[config.mk]
export PLATFORM = sky130hd
export DESIGN_NAME = pc_sequencer_flat
export DESIGN_NICKNAME = d
export VERILOG_FILES = /design/src/rtl/pc_seq_if.sv /design/src/rtl/pc_sequencer.sv /design/src/flat_wrapper.sv
export SDC_FILE = /design/constraint.sdc
export NUM_CORES = 1
export LEC_CHECK = 0
export CAP_MARGIN = 20
export CORE_AREA = 2 2 95 97
export CTS_CLUSTER_SIZE = 40
export DETAILED_ROUTE_END_ITERATION = 8
export DIE_AREA = 0 0 97 99
export PLACE_DENSITY_LB_ADDON = 0.1
export SYNTH_ARGS = -nofsm -noshare
export SYNTH_HDL_FRONTEND = slang
export SYNTH_SLANG_ARGS = --single-unit
[constraint.sdc]
create_clock -name clk -period 4.5 [get_ports clk]
set_input_delay 0.45 -clock clk [delete_from_list [all_inputs] [get_ports clk]]
set_output_delay 0.45 -clock clk [all_outputs]
set_load 0.01 [all_outputs]
[src/rtl/pc_seq_if.sv]
// Control and fetch-side signal bundle for pc_sequencer.
// The master is the control/fetch side; the slave is the sequencer itself.
interface pc_seq_if #(
  parameter int unsigned PC_WIDTH = 32
);
  logic                enable;
  logic                fetch_ready;
  logic                jump;
  logic [PC_WIDTH-1:0] jump_target;
  logic                branch_taken;
  logic [PC_WIDTH-1:0] branch_offset;
  logic                halt;
  logic                resume;
  logic [PC_WIDTH-1:0] pc;
  logic [PC_WIDTH-1:0] pc_plus_step;
  logic                pc_valid;
  logic                redirect;
  logic                misaligned;

  modport master (
    output enable, fetch_ready, jump, jump_target, branch_taken,
           branch_offset, halt, resume,
    input  pc, pc_plus_step, pc_valid, redirect, misaligned
  );

  modport slave (
    input  enable, fetch_ready, jump, jump_target, branch_taken,
           branch_offset, halt, resume,
    output pc, pc_plus_step, pc_valid, redirect, misaligned
  );
endinterface

[src/rtl/pc_sequencer.sv]
// Program-counter sequencer: stepped advance, jump/branch redirects with
// alignment checking, fetch backpressure and a BOOT/RUN/HALT state machine.
module pc_sequencer #(
  parameter int unsigned         PC_WIDTH     = 32,
  parameter int unsigned         STEP         = 4,
  parameter logic [PC_WIDTH-1:0] RESET_VECTOR = '0,
  parameter int unsigned         ALIGN_BITS   = 2
) (
  input  logic      clk,
  input  logic      rst_n,
  pc_seq_if.slave   bus
);

  typedef enum logic [1:0] {
    BOOT = 2'd0,
    RUN  = 2'd1,
    HALT = 2'd2
  } state_t;

  localparam logic [PC_WIDTH-1:0] STEP_V = PC_WIDTH'(STEP);
  // ALIGN_BITS = 0 yields an empty mask, which accepts every target.
  localparam logic [PC_WIDTH-1:0] ALIGN_MASK =
    (PC_WIDTH'(1) << ALIGN_BITS) - PC_WIDTH'(1);

  state_t              state;
  logic [PC_WIDTH-1:0] pc_q;
  logic                redirect_q;
  logic                misaligned_q;

  logic                redir_req;
  logic [PC_WIDTH-1:0] target;
  logic                target_ok;

  // NOTE: every signal written in always_comb gets a value on every path
  // (defaults first), otherwise synthesis infers a latch.
  always_comb begin
    redir_req = 1'b0;
    target    = '0;
    target_ok = 1'b0;
    redir_req = bus.jump | bus.branch_taken;
    target    = bus.jump ? bus.jump_target : pc_q + bus.branch_offset;
    target_ok = (target & ALIGN_MASK) == '0;
  end

  // NOTE: sequential state uses non-blocking assignments so every register
  // samples pre-edge values, independent of statement order.
  always_ff @(posedge clk or negedge rst_n) begin
    if (!rst_n) begin
      state        <= BOOT;
      pc_q         <= RESET_VECTOR;
      redirect_q   <= 1'b0;
      misaligned_q <= 1'b0;
    end else begin
      redirect_q <= 1'b0;
      case (state)
        BOOT: state <= RUN;

        RUN: begin
          if (bus.enable) begin
            if (redir_req) begin
              if (target_ok) begin
                pc_q       <= target;
                redirect_q <= 1'b1;
              end else begin
                misaligned_q <= 1'b1;
                state        <= HALT;
              end
            end else if (bus.fetch_ready) begin
              pc_q <= pc_q + STEP_V;
            end
            // Halt still lets this cycle's pc update land before freezing.
            if (bus.halt) state <= HALT;
          end
        end

        HALT: begin
          if (bus.enable && bus.resume) begin
            state        <= RUN;
            misaligned_q <= 1'b0;
          end
        end

        default: state <= BOOT;
      endcase
    end
  end

  assign bus.pc           = pc_q;
  assign bus.pc_plus_step = pc_q + STEP_V;
  assign bus.pc_valid     = (state == RUN);
  assign bus.redirect     = redirect_q;
  assign bus.misaligned   = misaligned_q;

endmodule

[src/flat_wrapper.sv]
// flat-port wrapper written by rule: the top's interface ports become plain ports
module pc_sequencer_flat 
#(
  parameter int unsigned         PC_WIDTH     = 32,
  parameter int unsigned         STEP         = 4,
  parameter logic [PC_WIDTH-1:0] RESET_VECTOR = '0,
  parameter int unsigned         ALIGN_BITS   = 2
)
  (clk, rst_n, bus_enable, bus_fetch_ready, bus_jump, bus_jump_target, bus_branch_taken, bus_branch_offset, bus_halt, bus_resume, bus_pc, bus_pc_plus_step, bus_pc_valid, bus_redirect, bus_misaligned);
  pc_seq_if #(.PC_WIDTH(PC_WIDTH)) bus_i ();
  input  logic clk;
  input  logic rst_n;
  input wire logic [$bits(bus_i.enable)-1:0] bus_enable;
  input wire logic [$bits(bus_i.fetch_ready)-1:0] bus_fetch_ready;
  input wire logic [$bits(bus_i.jump)-1:0] bus_jump;
  input wire logic [$bits(bus_i.jump_target)-1:0] bus_jump_target;
  input wire logic [$bits(bus_i.branch_taken)-1:0] bus_branch_taken;
  input wire logic [$bits(bus_i.branch_offset)-1:0] bus_branch_offset;
  input wire logic [$bits(bus_i.halt)-1:0] bus_halt;
  input wire logic [$bits(bus_i.resume)-1:0] bus_resume;
  output wire logic [$bits(bus_i.pc)-1:0] bus_pc;
  output wire logic [$bits(bus_i.pc_plus_step)-1:0] bus_pc_plus_step;
  output wire logic [$bits(bus_i.pc_valid)-1:0] bus_pc_valid;
  output wire logic [$bits(bus_i.redirect)-1:0] bus_redirect;
  output wire logic [$bits(bus_i.misaligned)-1:0] bus_misaligned;
  assign bus_i.enable = bus_enable;
  assign bus_i.fetch_ready = bus_fetch_ready;
  assign bus_i.jump = bus_jump;
  assign bus_i.jump_target = bus_jump_target;
  assign bus_i.branch_taken = bus_branch_taken;
  assign bus_i.branch_offset = bus_branch_offset;
  assign bus_i.halt = bus_halt;
  assign bus_i.resume = bus_resume;
  assign bus_pc = bus_i.pc;
  assign bus_pc_plus_step = bus_i.pc_plus_step;
  assign bus_pc_valid = bus_i.pc_valid;
  assign bus_redirect = bus_i.redirect;
  assign bus_misaligned = bus_i.misaligned;
  pc_sequencer #(.PC_WIDTH(PC_WIDTH), .STEP(STEP), .RESET_VECTOR(RESET_VECTOR), .ALIGN_BITS(ALIGN_BITS)) u_core (.clk(clk), .rst_n(rst_n), .bus(bus_i));
endmodule
After elaboration in Yosys (flattened, before gate mapping)
Cells that the tools add are included.

storage, ports and cells
  bits in registers = 36
  bits of input ports = 72
  output and inout port bits = 67

cells by class
  $add $sub $neg = 2
  equal/unequal tests = 9
  muxes and demuxes = 19
  bitwise operators = 1
  reduce and logical (&&, ||, !) cells = 8

operators by type and width
  operator                                                          number
  32-bit 2-to-1 mux                                                 4
  32-bit by 3-bit adder with 32-bit output (second input constant)  1
  32-bit adder                                                      1
  32-bit logical NOT                                                1
  2-bit 2-to-1 mux                                                  5
  1-bit 2-to-1 mux                                                  8
  4-bit AND reduction                                               2
  2-bit != test (second input constant)                             3
  2-bit one-hot mux with 3 select lines                             1
  5-bit AND reduction                                               1
  2-bit by 1-bit != test with 1-bit output (second input constant)  2
  2-bit nonzero test                                                2
  3-bit by 2-bit != test with 1-bit output (second input constant)  1
  3-bit != test (second input constant)                             1
  2-bit by 1-bit == test with 1-bit output (second input constant)  1
  2-bit == test (second input constant)                             1
  2-bit logical NOT                                                 1
  1-bit one-hot mux with 2 select lines                             1
  1-bit logical AND                                                 1
  1-bit bitwise OR                                                  1

Depth between registers and ports, before layout
Gate-level depths: netlist of run 1.

  depth in word-level cells = 8
  depth in mapped cells = 11

Least setup slack after synthesis of run 1
Ideal clock, no wire load.

  path type = reg2reg
  from = register u_core.pc_q[2], in the netlist u_core.bus.pc[2]
  to = register u_core.pc_q[22], in the netlist u_core.bus.pc[22]
  setup time = 0.125 ns
  arrival = 2.649 ns
  slack = 1.726 ns
  stages on the path, launching flop included = 10
  path buffers = 0
  period minus slack after synthesis = 2.774 ns
  cells stage by stage = dfrtp_1 -> ha_1 -> nor2b_1 -> o31a_1 -> o211ai_1 -> o211ai_1 -> a31o_2 -> a2111oi_2 -> nor3_1 -> mux2_2

on the way
  longest elaborated chain between the ends = 4

RTL lines
  what                    RTL line            RTL
  from (decl)             pc_sequencer.sv:26  logic [PC_WIDTH-1:0] pc_q;
  from (signal assigned)  pc_sequencer.sv:62  pc_q <= target;
  from (signal assigned)  pc_sequencer.sv:69  pc_q <= pc_q + STEP_V;
  32-bit adder            pc_sequencer.sv:41  target = bus.jump ? bus.jump_target : pc_q + bus.branch_offset;
  32-bit 2-to-1 mux       pc_sequencer.sv:41
  32-bit 2-to-1 mux       pc_sequencer.sv:61  if (target_ok) begin
  32-bit 2-to-1 mux *     pc_sequencer.sv:60  if (redir_req) begin

Mark *: on every way between the ends. The rest lies on a longest branch, timed or not. The select of a mux whose other input is x is not followed.
A chain may end at the register's enable or synchronous reset.

Worst setup path after layout of run 1
  from = input bus_branch_offset[0]
  to = register u_core.pc_q[30], in the netlist u_core.bus.pc[30]

on the way
  longest elaborated chain between the ends = 5

RTL lines
  what                           RTL line            RTL
  from (decl)                    flat_wrapper.sv:18  input wire logic [$bits(bus_i.branch_offset)-1:0] bus_branch_offset;
  32-bit adder *                 pc_sequencer.sv:41
  32-bit 2-to-1 mux *            pc_sequencer.sv:41
  32-bit logical NOT             pc_sequencer.sv:42  target_ok = (target & ALIGN_MASK) == '0;
  2-bit != test (no line)        -
  4-bit AND reduction (no line)  -

Marks and branches as above.

==> impl_summary.txt, run 1 <==
----------------------------------------------------
[Drt]
  DRC violation count after routing ... 0
  Number of DRC violations after detailed-routing iteration 0 ... 314
  Ratio of routed vias to standard cells ... 6.203
  Total via count after detailed routing ... 4900
  Number of detailed-routing iterations run before antenna repair ... 5
  Post-detailed-route wirelength per cell ... roughly 19 um
  Total wire length after detailed routing ... 14.95 mm
  Remaining antenna violation count ... 0

[STA]
  Unrepaired setup endpoints after global routing ... no
  Fin Hold WS ... 290.0 ps
  Final number of hold-violating endpoints ... 0
  Headroom to the max-slew limit ... between 30% and 40%
  Pins over their slew limit ... 0
  Slew at the pin closest to its max-slew limit ... 940.0 ps
  Final clock skew ... 7.960 ps
  Fin crit share ... 80.55%
  Number of setup violations in the final report ... 0
  Fmax ... 0.2759 GHz
  Sum of negative setup slack ... 0 ps
  Time the worst path needs with I/O delays and setup ... 3625 ps

[Synthesis]
  Predominant post-synthesis flop cell ... dfrtp_1
  Synthesized area ... 0.004225 mm2
  Number of cells produced by synthesis ... roughly 550
  Sequential-to-total area share from yosys stat ... 21.32%
  Avg Inst Size Synth ... 7.627 um2
  Post-synth ARST share ... 100.0%
  Unique masters post-synth ... 65
  Warnings from Yosys ... 0
  Synthesized net count ... around 660
  Count of flip-flops with a built-in enable after synthesis ... 0
  Number of synthesized register bits ... 36

[Setup path]
  Type of destination of the critical path ... flip-flop
  CP Class ... in -> reg
  Largest fanout on the critical path ... 4
  Master of the slowest instance on the critical path ... clkdlybuf4s50_1
  Sequence of cells on the critical path ... clkdlybuf4s50_1 > ha_1 > inv_1 > fa_1 > nor2b_1 > o31a_1 > o211ai_1 > o211ai_1 > nand3_1 > a2111oi_0 > o21ai_0 > o211ai_1
  Critical Path AT ... 3840 ps
  Worst path most repeated cell ... o211ai_1
  Delay of the slowest cell on the worst path ... roughly 460 ps
  Register-to-Register Setup Slack ... 1080 ps
  Endpoint required time on the critical path ... 4710 ps
  Critical Path Source Type ... primary input

[GRT]
  Pin count of the biggest net entering global routing ... 41
  Global-route wire length before repair ... 24.16 mm
  GRT met1 Usage ... roughly 43%
  Global routing usage on met2 ... 49.63%
  Initial antenna violation count ... 0
  Total grt overflow ... 0
  Top Usage Layer GRT ... met2
  Overall fraction of global-route tracks in use ... between 30% and 40%
  Number of global-route vias before repair ... 4793
  Met3 Resource Use GR ... 4.184%

[Job]
  Max-cap violations ... 0

[Finish]
  Commonest non-fill, non-tap cell in the layout ... clkdlybuf4s50_1
  Final layout net count ... just under 800
  Number of filler cells placed in the layout ... approximately 740
  Area added between synthesis and finish ... 36.51%
  Share of cells above drive strength 1 ... roughly 5%
  Top library cells by usage in the layout, fill and taps aside ... clkdlybuf4s50_1, nand2_1, nor2_1
  Diodes inserted ... 0

[Placement]
  Half-perimeter wire length after detailed placement ... about 11 mm
  Number of buffers inserted by port buffering ... 138
  Final GP Congestion ... ~0.89

[Clock network]
  Max clock buf depth ... 2
  CTS tree ... built
  Clk_lat worst skew ... 300 ps
  Sinks on the clock net ... 36
  Clock buffers created by TritonCTS ... 5
  Number of buffers inserted by post-CTS setup repair ... 0
  Post-cts repair resize count ... 0
  Hold-fix buffer count after cts ... 0
  H-tree lvl count ... 2
  Clock edge transition at the registers on the reported setup and hold paths ... 80 ps
  Clock root cell ... clkbuf_8

[Floorplanning]
  Die width ... 97 um
  Top-level I/O count ... 139
  Starting density of the core ... ~49%
  Die outline height ... 99 um
  Core ar. ... 0.008551 mm2
  Standard-cell rows ... 34
  Die area ... 0.009603 mm2

[Power]
  Max VDD drop ... 0.4075 mV
  Leakage Power ... approximately 2.3 nW
  Pwr/cell area ... 616.9 mW/mm2

[Outcome]
  Outcome ... completed

[Hold path]
  Worst min-delay path class ... in -> async

----------------------------------------------------
[final cells by class]
class                   count  area, um2  area share (%)
clock buffers               6      72.57           1.258
clock inverters             1      5.005         0.08677
inverters                  13      48.80          0.8460
multi-input cells         481       3177           55.08
flip-flops and latches     36      900.9           15.62
well taps                 108      135.1           2.343
repair buffers            145       1429           24.77
[report_power, final]
group	internal, mW	switching [mW]	leakage [nW]	total (mW)
logic	1.26	1.30	1.85	2.55
clock network	0.106	0.130	0.0410	0.236
registers	0.464	0.304	0.430	0.768
[worst paths after layout]
path | end | start | depth (start not counted)
worst max register to register | u_core.bus.pc[30] | u_core.bus.pc[0] | 11
max in group asynchronous | u_core.bus.pc[29] | rst_n | 1
worst min register to register | u_core.bus.misaligned | u_core.bus.misaligned | 2
worst min-delay path | u_core.bus.pc[12] | rst_n | 1
min in group clk | u_core.bus.misaligned | u_core.bus.misaligned | 2
worst max-delay path | u_core.bus.pc[30] | bus_branch_offset[0] | 12
[sequential cells by signal (all words and copies together), names as in the netlist]
register               count
u_core.state               2
u_core.bus.misaligned      1
u_core.bus.redirect        1
u_core.bus.pc             32
[Yosys cell counts (all sizes together), types with 12 or more instances]
cell type | count | area (um2)
nor2 | 61 | 246.5
nand2 | 59 | 221.5
o21ai | 49 | 245.2
a21oi | 39 | 195.2
dfrtp | 36 | 900.9
ha | 32 | 400.4
xnor2 | 30 | 262.8
nand3 | 29 | 145.1
xor2 | 19 | 173.9
clkbuf | 17 | 63.81
a21o | 15 | 112.6
nand4 | 13 | 102.6
inv | 12 | 45.04
nor3 | 12 | 65.06
[stage by stage]
stage / setup WS [ps] / area [um2] / power, mW / util (%) / instances
finish: 875.3 / 5768 / 3.558 / 67.46 / 790
global route: 673.4 / 5768 / 3.833 / 67.46 / 790
CTS: 967.2 / 5768 / 3.533 / 67.46 / 790
detailed placement: 736.0 / 5690 / 3.276 / 66.55 / 783
global placement: 839.4 / 5690 / 3.231 / 66.55 / 783
floorplan: 1726 / 4225 / 2.260 / - / 554
[routing by layer]
layer	routed length [um]	vias to the layer above
met5	0	-
li1	-	2315
met4	274	0
met3	1141	24
met2	6929	230
met1	6609	2331
[worst max-delay path, delay by kind of cell]
family,cells,cell delay (ps)
compound gates,6,1650
fa+ha+maj,2,710
buf+inv,2,540
simple gates,2,470
[cells by family (layout without fill, tap and decap cells)]
logic type	Yosys count	count (layout)	synth area share, %
AO/OA/AOI/OAI	188	188	29.58
XOR/XNOR	49	49	10.33
adder cells (fa/ha/maj)	33	33	9.950
buffers and inverters	37	165	3.642
flip-flops	36	36	21.32
multiplexers	4	4	1.007
AND/OR/NAND/NOR	207	207	24.16
Note: power is estimated with default switching activity, not from simulation.
==> run 2: changes to the inputs <==
--- a/config.mk
+++ b/config.mk
@@ -6,10 +6,10 @@
 export NUM_CORES = 1
 export LEC_CHECK = 0
 export CAP_MARGIN = 20
-export CORE_AREA = 2 2 95 97
+export CORE_AREA = 2 2 103 105
 export CTS_CLUSTER_SIZE = 40
 export DETAILED_ROUTE_END_ITERATION = 8
-export DIE_AREA = 0 0 97 99
+export DIE_AREA = 0 0 105 107
 export PLACE_DENSITY_LB_ADDON = 0.1
 export SYNTH_ARGS = -nofsm -noshare
 export SYNTH_HDL_FRONTEND = slang
==> constraint.sdc (replaced) <==
create_clock -name clk -period 3.15 [get_ports clk]
set_input_delay 0.315 -clock clk [delete_from_list [all_inputs] [get_ports clk]]
set_output_delay 0.315 -clock clk [all_outputs]
set_load 0.01 [all_outputs]
==> impl_summary.txt, run 2 (synthesis results as in run 1) <==
----------------------------------------------------
[Floorplanning]
  Top-level I/O count ... 139
  Starting density of the core ... 41.87%
  Core ar. ... 0.01009 mm2
  Die width ... 105 um
  Standard-cell rows ... 37
  Die outline height ... around 110 um
  Die area ... 0.01124 mm2

[Power]
  Internal power component ... 2.847 mW
  Pwr/cell area ... approximately 880 mW/mm2
  Leakage Power ... 2.532 nW
  Switching power total ... 2.553 mW
  Combinational group share of total power ... 73.9%
  Clock Power Share ... roughly 7.0%
  Max VDD drop ... 0.4593 mV
  Net switching share of the total power ... ~47%
  Share of total power in sequential cells ... 19.1%

[STA]
  Number of setup violations in the final report ... 0
  Fin Hold WS ... 152.5 ps
  Final number of hold-violating endpoints ... 0
  Fin crit share ... a little over nine tenths
  Headroom to the max-slew limit ... 35.75%
  Fmax ... 0.3233 GHz
  Slew at the pin closest to its max-slew limit ... 963.8 ps
  Pins over their slew limit ... 0
  Sum of negative setup slack ... 0 ps
  Unrepaired setup endpoints after global routing ... no
  Time the worst path needs with I/O delays and setup ... around 3100 ps
  Final clock skew ... 14.61 ps

[Setup path]
  Critical Path Source Type ... flip-flop
  Endpoint required time on the critical path ... 2830 ps
  CP Class ... reg -> out
  Largest fanout on the critical path ... 7
  Register-to-Register Setup Slack ... ~200 ps
  Critical Path AT ... 2780 ps
  Type of destination of the critical path ... output port

[Drt]
  DRC violation count after routing ... 0
  Post-detailed-route wirelength per cell ... 18.68 um
  Total via count after detailed routing ... around 5000
  Total wire length after detailed routing ... between 15 and 20 mm
  Number of DRC violations after detailed-routing iteration 0 ... 286
  Ratio of routed vias to standard cells ... 5.793
  Number of detailed-routing iterations run before antenna repair ... 4
  Remaining antenna violation count ... 0

[Finish]
  Number of flip-flops in the largest register ... 32
  Share of cells above drive strength 1 ... a little under an eighth
  Diodes inserted ... 0
  Commonest non-fill, non-tap cell in the layout ... clkdlybuf4s50_1
  Final cell count without fillers ... 856
  Top library cells by usage in the layout, fill and taps aside ... clkdlybuf4s50_1, nand2_1, nor2_1
  Area added between synthesis and finish ... 46.02%
  Final layout net count ... roughly 820

[Clock network]
  Clock buffers created by TritonCTS ... 5
  Clk_lat worst skew ... 310 ps
  Clock edge transition at the registers on the reported setup and hold paths ... 80 ps
  H-tree lvl count ... 2
  Hold-fix buffer count after cts ... 0
  Max clock buf depth ... 2
  CTS tree ... built
  Sinks on the clock net ... 36
  Clock root cell ... clkbuf_8

[Placement]
  Half-perimeter wire length after detailed placement ... ~12 mm
  Final GP Congestion ... ~0.91
  Number of buffers inserted by port buffering ... roughly 140
  Number of cells in the design after placement ... 847

[Hold path]
  Worst min-delay path class ... in -> async

[GRT]
  Total grt overflow ... 0
  Global-route wire length before repair ... 25.25 mm
  Initial antenna violation count ... 0
  Number of global-route vias before repair ... between 4000 and 5000
  Overall fraction of global-route tracks in use ... 28.22%
  Pin count of the biggest net entering global routing ... 41

[Job]
  Max-cap violations ... 0

[Outcome]
  Outcome ... completed

----------------------------------------------------
run 2: power by group through the flow:
stage	sequential (mW)	clock (mW)	combinational, mW
floorplan	1.06	0	2.16
global placement	1.01	0	3.90
detailed placement	1.02	0	3.92
CTS	1.02	0.386	3.95
global route	1.07	0.404	4.32
finish	1.03	0.377	3.99
run 2: worst max-delay path, cell delays in order, from the launching register on:
cell and delay [ps]:
dfrtp_2 450, nand4_2 160, or4_4 570, nor2_4 240
and4_1 330, xor2_1 160, clkdlybuf4s50_1 560
run 2: routing by layer:
layer | track usage [%] | share of wire (%) | up-vias
met5 | 0 | 0 | -
met4 | 6.095 | 1.2 | 0
met3 | 4.742 | 5.7 | 15
met2 | 46.34 | 46 | 168
met1 | 38.97 | 48 | 2390
li1 | - | - | 2386
run 2: timing repair:
action,CTS,global route
resized for setup,8,8
setup endpoints to repair,6,11
setup buffers,0,1
pin swaps,0,4
run 2: per-stage QoR:
stage                     setup WS (ps)  area, um2  total power, mW  util (%)
after floorplan                   376.3       4225            3.229         -
after global placement           -66.75       6021            4.908     59.66
after detailed placement         -163.9       6021            4.945     59.66
after CTS                         20.28       6133            5.363     60.77
after global routing              5.962       6170            5.795     61.13
final                             56.90       6170            5.401     61.13
run 2: layout make-up:
| class | instances | area, um2 |
|---|---|---|
| multi-input combinational | 481 | 3222 |
| clock buffer | 8 | 90.09 |
| sequential | 36 | 905.9 |
| fill | 980 | 3923 |
| tap | 136 | 170.2 |
| inverter | 13 | 48.80 |
| timing repair buffer | 182 | 1733 |
run 2: worst paths after layout:
| path | end | from | cells after the start |
|---|---|---|---|
| max reg2reg | u_core.bus.pc[22] | u_core.bus.pc[13] | 9 |
| min reg2reg | u_core.bus.misaligned | u_core.bus.misaligned | 2 |
| min in group clk | u_core.bus.misaligned | u_core.bus.misaligned | 2 |
| max in group asynchronous | u_core.bus.pc[14] | rst_n | 1 |
| max | bus_pc_plus_step[30] | u_core.bus.pc[13] | 6 |
| min | u_core.bus.pc[12] | rst_n | 1 |
